File: src/rtl/msk_unmask.sv
// Serial share-recombination (unmasking) block: captures a d-share sharing and XORs one share per cycle.
// Optional build macro MSK_UNMASK_CLEAR_EN scrubs share_reg and acc once they have been consumed.
module msk_unmask #(
    parameter int unsigned d     = 2,
    parameter int unsigned count = 1
) (
    input  logic                 clk,
    input  logic                 rst_n,
    input  logic                 in_valid,
    output logic                 in_ready,
    input  logic [count*d-1:0]   in_sh,
    output logic                 out_valid,
    input  logic                 out_ready,
    output logic [count-1:0]     out_data
);

    localparam int unsigned idx_w = (d > 1) ? $clog2(d) : 1;

    typedef enum logic [1:0] {
        IDLE = 2'd0,
        ACC  = 2'd1,
        DONE = 2'd2
    } state_t;

    state_t                state;
    state_t                next_state;
    logic [count*d-1:0]    share_reg;
    logic [count*d-1:0]    shifted;
    logic [count-1:0]      acc;
    logic [count-1:0]      sel;
    logic [idx_w-1:0]      idx;
    logic                  last_idx;

    // NOTE: every register, including the sharing store, is reset so no stale share survives reset.
    always_ff @(posedge clk or negedge rst_n) begin
        if (!rst_n) begin
            state <= IDLE;
        end else begin
            // NOTE: sequential state uses non-blocking assignments so all flops update together.
            state <= next_state;
        end
    end

    assign last_idx = (idx == idx_w'(d - 1));

    // NOTE: defaults first so no path through this block leaves an output unassigned (no latches).
    always_comb begin
        next_state = state;
        in_ready   = 1'b0;
        out_valid  = 1'b0;
        unique case (state)
            IDLE: begin
                in_ready = 1'b1;
                if (in_valid) next_state = ACC;
            end
            ACC: begin
                if (last_idx) next_state = DONE;
            end
            DONE: begin
                out_valid = 1'b1;
                if (out_ready) next_state = IDLE;
            end
            default: next_state = IDLE;
        endcase
    end

    // Share idx of every bit lands at a fixed stride after shifting by idx.
    always_comb begin
        shifted = share_reg >> idx;
        sel     = '0;
        for (int i = 0; i < int'(count); i++) begin
            sel[i] = shifted[i*d];
        end
    end

    always_ff @(posedge clk or negedge rst_n) begin
        if (!rst_n) begin
            share_reg <= '0;
            acc       <= '0;
            idx       <= '0;
        end else begin
            unique case (state)
                IDLE: begin
                    if (in_valid) begin
                        share_reg <= in_sh;
                        acc       <= '0;
                        idx       <= '0;
                    end
                end
                ACC: begin
                    acc <= acc ^ sel;
                    if (d > 1) idx <= idx + idx_w'(1);
`ifdef MSK_UNMASK_CLEAR_EN
                    if (last_idx) share_reg <= '0;
`endif
                end
                DONE: begin
`ifdef MSK_UNMASK_CLEAR_EN
                    if (out_ready) acc <= '0;
`endif
                end
                default: ;
            endcase
        end
    end

    // The accumulator is only exposed once recombination is complete.
    assign out_data = (state == DONE) ? acc : '0;

endmodule

File: config.mk
export PLATFORM = sky130hd
export DESIGN_NAME = msk_unmask
export DESIGN_NICKNAME = d
export VERILOG_FILES = /design/src/rtl/msk_unmask.sv
export SDC_FILE = /design/constraint.sdc
export NUM_CORES = 1
export LEC_CHECK = 0
export ABC_AREA = 1
export CORE_AREA = 2 2 39 41
export DETAILED_ROUTE_END_ITERATION = 7
export DIE_AREA = 0 0 41 43
export PLACE_DENSITY_LB_ADDON = 0.08
export SETUP_SLACK_MARGIN = 0.1
export SLEW_MARGIN = 20
export SYNTH_ARGS = -nofsm -noshare
export SYNTH_HDL_FRONTEND = slang
export SYNTH_SLANG_ARGS = --single-unit
File: constraint.sdc
create_clock -name clk -period 0.9 [get_ports clk]
set_input_delay 0.18 -clock clk [delete_from_list [all_inputs] [get_ports clk]]
set_output_delay 0.18 -clock clk [all_outputs]
set_load 0.005 [all_outputs]
==> results.sh, run 1 <==
export IMPL_status="finished, violations left"
export IMPL_violations="setup timing"
export IMPL_period_share_pct=130.1
export IMPL_track_usage_pct=11.11
export IMPL_dr_total_vias=321
export IMPL_synthCells=36
export IMPL_sw_frac_of_total_pct=39.28
export IMPL_core_area_um2=1384
export IMPL_slew_headroom_pct=79.84
export IMPL_insertedDiodeCount=0
export IMPL_avgViaCountPerCell=4.397
export IMPL_p_per_area_nw_per_um2=3585
export IMPL_drtIter0Drc=5
export IMPL_yosysTopAreaCell="dfrtp_1"
export IMPL_hold_class="input pin to async pin"
export IMPL_final_common_cell="buf_4"
export IMPL_fin_skew_ps=5.668
export IMPL_power_leakage_nw=0.2664
export IMPL_worstSetupPathType="flip-flop to primary output"
export IMPL_drtAntennaViolNets=0
export IMPL_grt_overflow_total=0
export IMPL_fin_tns_setup_ps=-1909
export IMPL_grt_pass1_wl_um=1235
export IMPL_clk_insertion_delay_late_ps=250
export IMPL_grt_pass1_vias=303
export IMPL_row_count=14
export IMPL_crit_arrival_ps=990
export IMPL_dp_hpwl_um=550.1
export IMPL_min_period_ps=1171
export IMPL_pwr_share_clk_pct=13.9
export IMPL_antenna_found_initial=0
export IMPL_nets=65
export IMPL_io_pins=9
export IMPL_synth_fp_nets=42
export IMPL_setup_violations=9
export IMPL_area_growth_pct=82.74
export IMPL_setup_ws_ps=-271.0
export IMPL_synth_area_um2=282.8
export IMPL_drc=0
export IMPL_cts_buffer_depth=2
export IMPL_maxCapViolCount=0
export IMPL_grt_max_degree=8
export IMPL_seq_area_frac_synth_pct=53.10
export IMPL_die_x_um=41
export IMPL_clock_sinks=6
export IMPL_layout_common_cells="buf_4 (8), nand2_1 (7), dfrtp_1 (6)"
export IMPL_ir_worst_vdd_mv=1.159
export IMPL_globalplace_congestion=0.7770
export IMPL_root_buffer="clkbuf_4"
export IMPL_cts_made_buffers=3
export IMPL_cts_tree="done"
export IMPL_place_ws_ps=-418.5
export IMPL_htreeDepth=1
export IMPL_clk_pin_slew_ps=50
export IMPL_comb_power_share_pct=59.4
export IMPL_seq_power_share_pct=26.7
export IMPL_path_max_fanout=2
export IMPL_clock_fmax_mhz=854.0
export IMPL_dp_cells=65
export IMPL_firstDrtPassIters=4
export IMPL_switchingPower_mw=0.7277
export IMPL_required_ps=720
export IMPL_tightest_slew_ps=301.4
export IMPL_start_util_pct=20.43
export IMPL_syn_area_per_cell_um2=7.855
export IMPL_ys_types=10
export IMPL_grt_setup_unrepaired="yes"
export IMPL_drt_wl_total_um=772
export IMPL_finalNonFillerCells=73
export IMPL_yosys_warnings=0
export IMPL_fp_dieH_um=43
export IMPL_portBuffers=8
export IMPL_end_kind="primary output"
export IMPL_finalMaxSlewViolations=0
export IMPL_fill_cells=155
export IMPL_yosysTopAreaCellShare_pct=53.10
export IMPL_ys_top_cells_by_area="dfrtp_1 (53%), nand2_1 (12%), nand3_1 (11%)"
export IMPL_routedWlPerCell_um=10.58
export IMPL_die_area_um2=1763
export IMPL_drive_gt1_share_pct=42.11
export IMPL_ys_ff_latch=6
export IMPL_start_kind="flip-flop"
export IMPL_power_internal_mw=1.125
export IMPL_hold_viol_final=0
-- critical path, stage by stage, from the launching register on --
cell	delay [ps]
dfrtp_1	390
buf_6	120
nor3_2	90
buf_2	130
-- synth_stat cells --
master,instances
a21oi_1,2
nand3_1,6
o31ai_1,1
dfrtp_1,6
nor2_1,3
nand2_1,9
nor2_2,1
nand2_2,1
nor3_1,1
inv_1,6
-- layout make-up --
cell class | count | area (um2) | share of cell area (%)
well taps | 16 | 20.02 | 3.874
repair buffers | 18 | 147.6 | 28.57
flip-flops and latches | 6 | 150.1 | 29.06
multi-input cells | 24 | 153.9 | 29.78
clock buffers | 3 | 22.52 | 4.358
inverters | 6 | 22.52 | 4.358
-- logic make-up after synthesis --
group	Yosys count	share of synthesized area, %
AOI/OAI and AO/OA	3	6.196
DFF	6	53.10
and+or+nand+nor	21	32.74
buffers and inverters	6	7.964
-- path summary, 6_finish.rpt --
| check | from | to | slack (ps) | depth (start not counted) |
|---|---|---|---|---|
| min in group clk | in_sh[0] | share_reg[0]$_DFFE_PN0P_ | 510 | 3 |
| hold / removal | rst_n | state[0]$_DFFE_PN0P_ | 180 | 1 |
| setup / recovery | state[0]$_DFFE_PN0P_ | out_data | -270 | 3 |
| setup reg to reg | state[0]$_DFFE_PN0P_ | idx$_DFFE_PN0P_ | -230 | 7 |
| hold reg to reg | share_reg[0]$_DFFE_PN0P_ | share_reg[0]$_DFFE_PN0P_ | 540 | 2 |
| max in group asynchronous | rst_n | share_reg[1]$_DFFE_PN0P_ | 480 | 1 |
-- metrics by stage --
| stage | hold WS [ps] | utilization [%] | total power [mW] | cell area, um2 |
|---|---|---|---|---|
| after floorplan | -115.6 | - | 0.8726 | 282.8 |
| after global placement | 451.9 | 30.38 | 1.253 | 420.4 |
| after detailed placement | 451.9 | 30.38 | 1.269 | 420.4 |
| after CTS | 183.8 | 35.62 | 1.755 | 493.0 |
| after global routing | 204.2 | 37.34 | 2.014 | 516.7 |
| final | 183.0 | 37.34 | 1.853 | 516.7 |
-- routing by layer --
metal	part of all wire, %	track usage, %	vias up
li1	-	-	159
met1	42	12.46	150
met2	50	16.88	10
met3	6.2	4.712	2
met4	1.0	6.000	0
met5	0	0	-
-- power by group through the flow --
stage / registers (mW) / clock network [mW] / logic (mW)
after detailed placement: 0.506 / 0 / 0.763
after global placement: 0.499 / 0 / 0.754
final: 0.495 / 0.258 / 1.10
after floorplan: 0.496 / 0 / 0.376
after global routing: 0.505 / 0.281 / 1.23
after CTS: 0.493 / 0.269 / 0.992
-- repair_timing --
action | in CTS | in global routing
endpoints found under the setup margin | 9 | 9
setup buffers | 4 | 1
hold buffers | 0 | 0
pin swaps | 3 | 0
gates resized for setup | 20 | 4
gates cloned | 0 | 0
Power figures use the tool's default switching activity.
==> run 2, diff against run 1 <==
Clock period 0.9 ns to 1.2 ns, I/O delays scaled along.
==> run 2 against run 1 <==
Compared with the run above: final cell count shrank 1.4%; utilization decreased by 0.54 points; largest power group unchanged; global-route usage grew 0.39 points; combinational power decreased by 26%; clock skew decreased by 5.2 ps; critical path type unchanged; critical path depth stayed put; first-iteration DRC count is 20% lower; total power shrank 26%; die area unchanged; sequential share of layout area is 0.43 points higher; the run still ends with setup timing left; highest routed layer unchanged.
==> results.sh, run 2 (synthesis results as in run 1) <==
export IMPL_status="finished, violations left"
export IMPL_violations="setup timing"
export IMPL_grt_util_met3_pct=4.712
export IMPL_clk_insertion_delay_late_ps=240
export IMPL_start_kind="flip-flop"
export IMPL_io_pins=9
export IMPL_dp_hpwl_um=552.1
export IMPL_path_max_fanout=3
export IMPL_utilization_pct=36.80
export IMPL_grt_setup_unrepaired="yes"
export IMPL_start_util_pct=20.43
export IMPL_worstPathCellList="buf_6 -> nor3_2 -> buf_2"
export IMPL_cts_buffer_depth=2
export IMPL_fin_area_um2=509.2
export IMPL_htreeDepth=1
export IMPL_min_period_ps=1208
export IMPL_grt_use_met2_pct=15.31
export IMPL_max_stage_delay_ps=380
export IMPL_grt_max_degree=8
export IMPL_cts_tree="done"
export IMPL_globalplace_congestion=0.7769
export IMPL_fin_tns_setup_ps=-10.69
export IMPL_antenna_found_initial=0
export IMPL_nets=64
export IMPL_required_ps=960
export IMPL_clk_pin_slew_ps=50
export IMPL_place_area_um2=420.4
export IMPL_tightest_slew_ps=306.0
export IMPL_layout_common_cells="nand2_1 (7), buf_4 (7), dfrtp_1 (6), nand3_1 (5), clkdlybuf4s50_1 (5)"
export IMPL_end_kind="primary output"
export IMPL_slew_headroom_pct=79.54
export IMPL_drtIter0Drc=4
export IMPL_crit_arrival_ps=970
export IMPL_hold_class="input pin to async pin"
export IMPL_core_area_um2=1384
export IMPL_fin_skew_ps=0.5136
export IMPL_drc=0
export IMPL_drtAntennaViolNets=0
export IMPL_maxCapViolCount=0
export IMPL_routedWlPerCell_um=10.81
export IMPL_worstSetupPathType="flip-flop to primary output"
export IMPL_die_area_um2=1763
export IMPL_hold_viol_final=0
export IMPL_setup_ws_ps=-8.260
export IMPL_drt_wl_total_um=778
export IMPL_portBuffers=8
export IMPL_top_usage_layer="met2"
export IMPL_finalMaxSlewViolations=0
export IMPL_cts_made_buffers=3
export IMPL_avgViaCountPerCell=4.167
export IMPL_grt_overflow_total=0
export IMPL_firstDrtPassIters=2
export IMPL_drive_gt1_share_pct=44.64
export IMPL_period_share_pct=100.7
export IMPL_clock_fmax_mhz=827.6
export IMPL_r2r_cells=6
export IMPL_dr_total_vias=300
export IMPL_grt_pass1_wl_um=1193
export IMPL_area_growth_pct=80.09
export IMPL_grt_pass1_vias=261
export IMPL_row_count=14
export IMPL_die_x_um=41
export IMPL_insertedDiodeCount=0
export IMPL_power_leakage_nw=0.2540
export IMPL_ir_worst_vdd_mv=0.8507
export IMPL_critPathSlowestCell="dfrtp_1"
export IMPL_p_per_area_nw_per_um2=2693
export IMPL_fp_dieH_um=43
export IMPL_setup_violations=2
export IMPL_root_buffer="clkbuf_4"
export IMPL_track_usage_pct=11.50
export IMPL_clock_sinks=6
export IMPL_gr_usage_met1_pct=13.40
-- run 2: path summary, 6_finish.rpt --
path                                           from                        to  slack, ps
min in group clk           share_reg[0]$_DFFE_PN0P_  share_reg[0]$_DFFE_PN0P_        530
hold reg to reg            share_reg[0]$_DFFE_PN0P_  share_reg[0]$_DFFE_PN0P_        530
setup reg to reg               state[0]$_DFFE_PN0P_  share_reg[1]$_DFFE_PN0P_        130
hold / removal                                rst_n           acc$_DFFE_PN0P_        250
max in group asynchronous                     rst_n      state[0]$_DFFE_PN0P_        720
setup / recovery               state[0]$_DFFE_PN0P_                  out_data         -8
-- run 2: metal layers --
| metal | wire length (um) | vias to the layer above |
|---|---|---|
| met3 | 57 | 2 |
| met1 | 313 | 135 |
| li1 | - | 155 |
| met5 | 0 | - |
| met4 | 6 | 0 |
| met2 | 400 | 8 |
-- run 2: repair_timing --
action / 4_1_cts / 5_1_grt
gates cloned: 0 / 0
hold buffers: 0 / 0
buffers inserted: 4 / 1
setup endpoints to repair: 3 / 9
pin swaps: 4 / 4
gates resized for setup: 22 / 6
-- run 2: power breakdown --
part	internal, mW	leakage, nW	switching (mW)
logic	0.413	0.168	0.404
registers	0.303	0.0721	0.0667
clock network	0.113	0.0138	0.0716
total	0.829	0.254	0.542
-- run 2: stage by stage --
stage | hold WS, ps | cells | setup WS, ps | power [mW]
finish | 254.0 | 72 | -8.260 | 1.371
global route | 257.1 | 72 | -47.81 | 1.507
CTS | 251.2 | 72 | -19.43 | 1.317
detailed placement | 517.4 | 65 | -169.5 | 0.9511
global placement | 510.7 | 65 | -132.6 | 0.9405
floorplan | -55.59 | 36 | 284.6 | 0.6555
-- run 2: cell type report --
cell class                 count  area [um2]
clock buffer                   3       22.52
fill                         159       874.6
inverter                       6       25.02
multi-input combinational     24       151.4
sequential                     6       150.1
tap                           16       20.02
timing repair buffer          17       140.1
-- run 2: worst max-delay path: cells and delay by family, from the launching register on --
kind,cells,cell delay [ps]
flops,1,380
buf+inv,2,260
simple gates,1,90
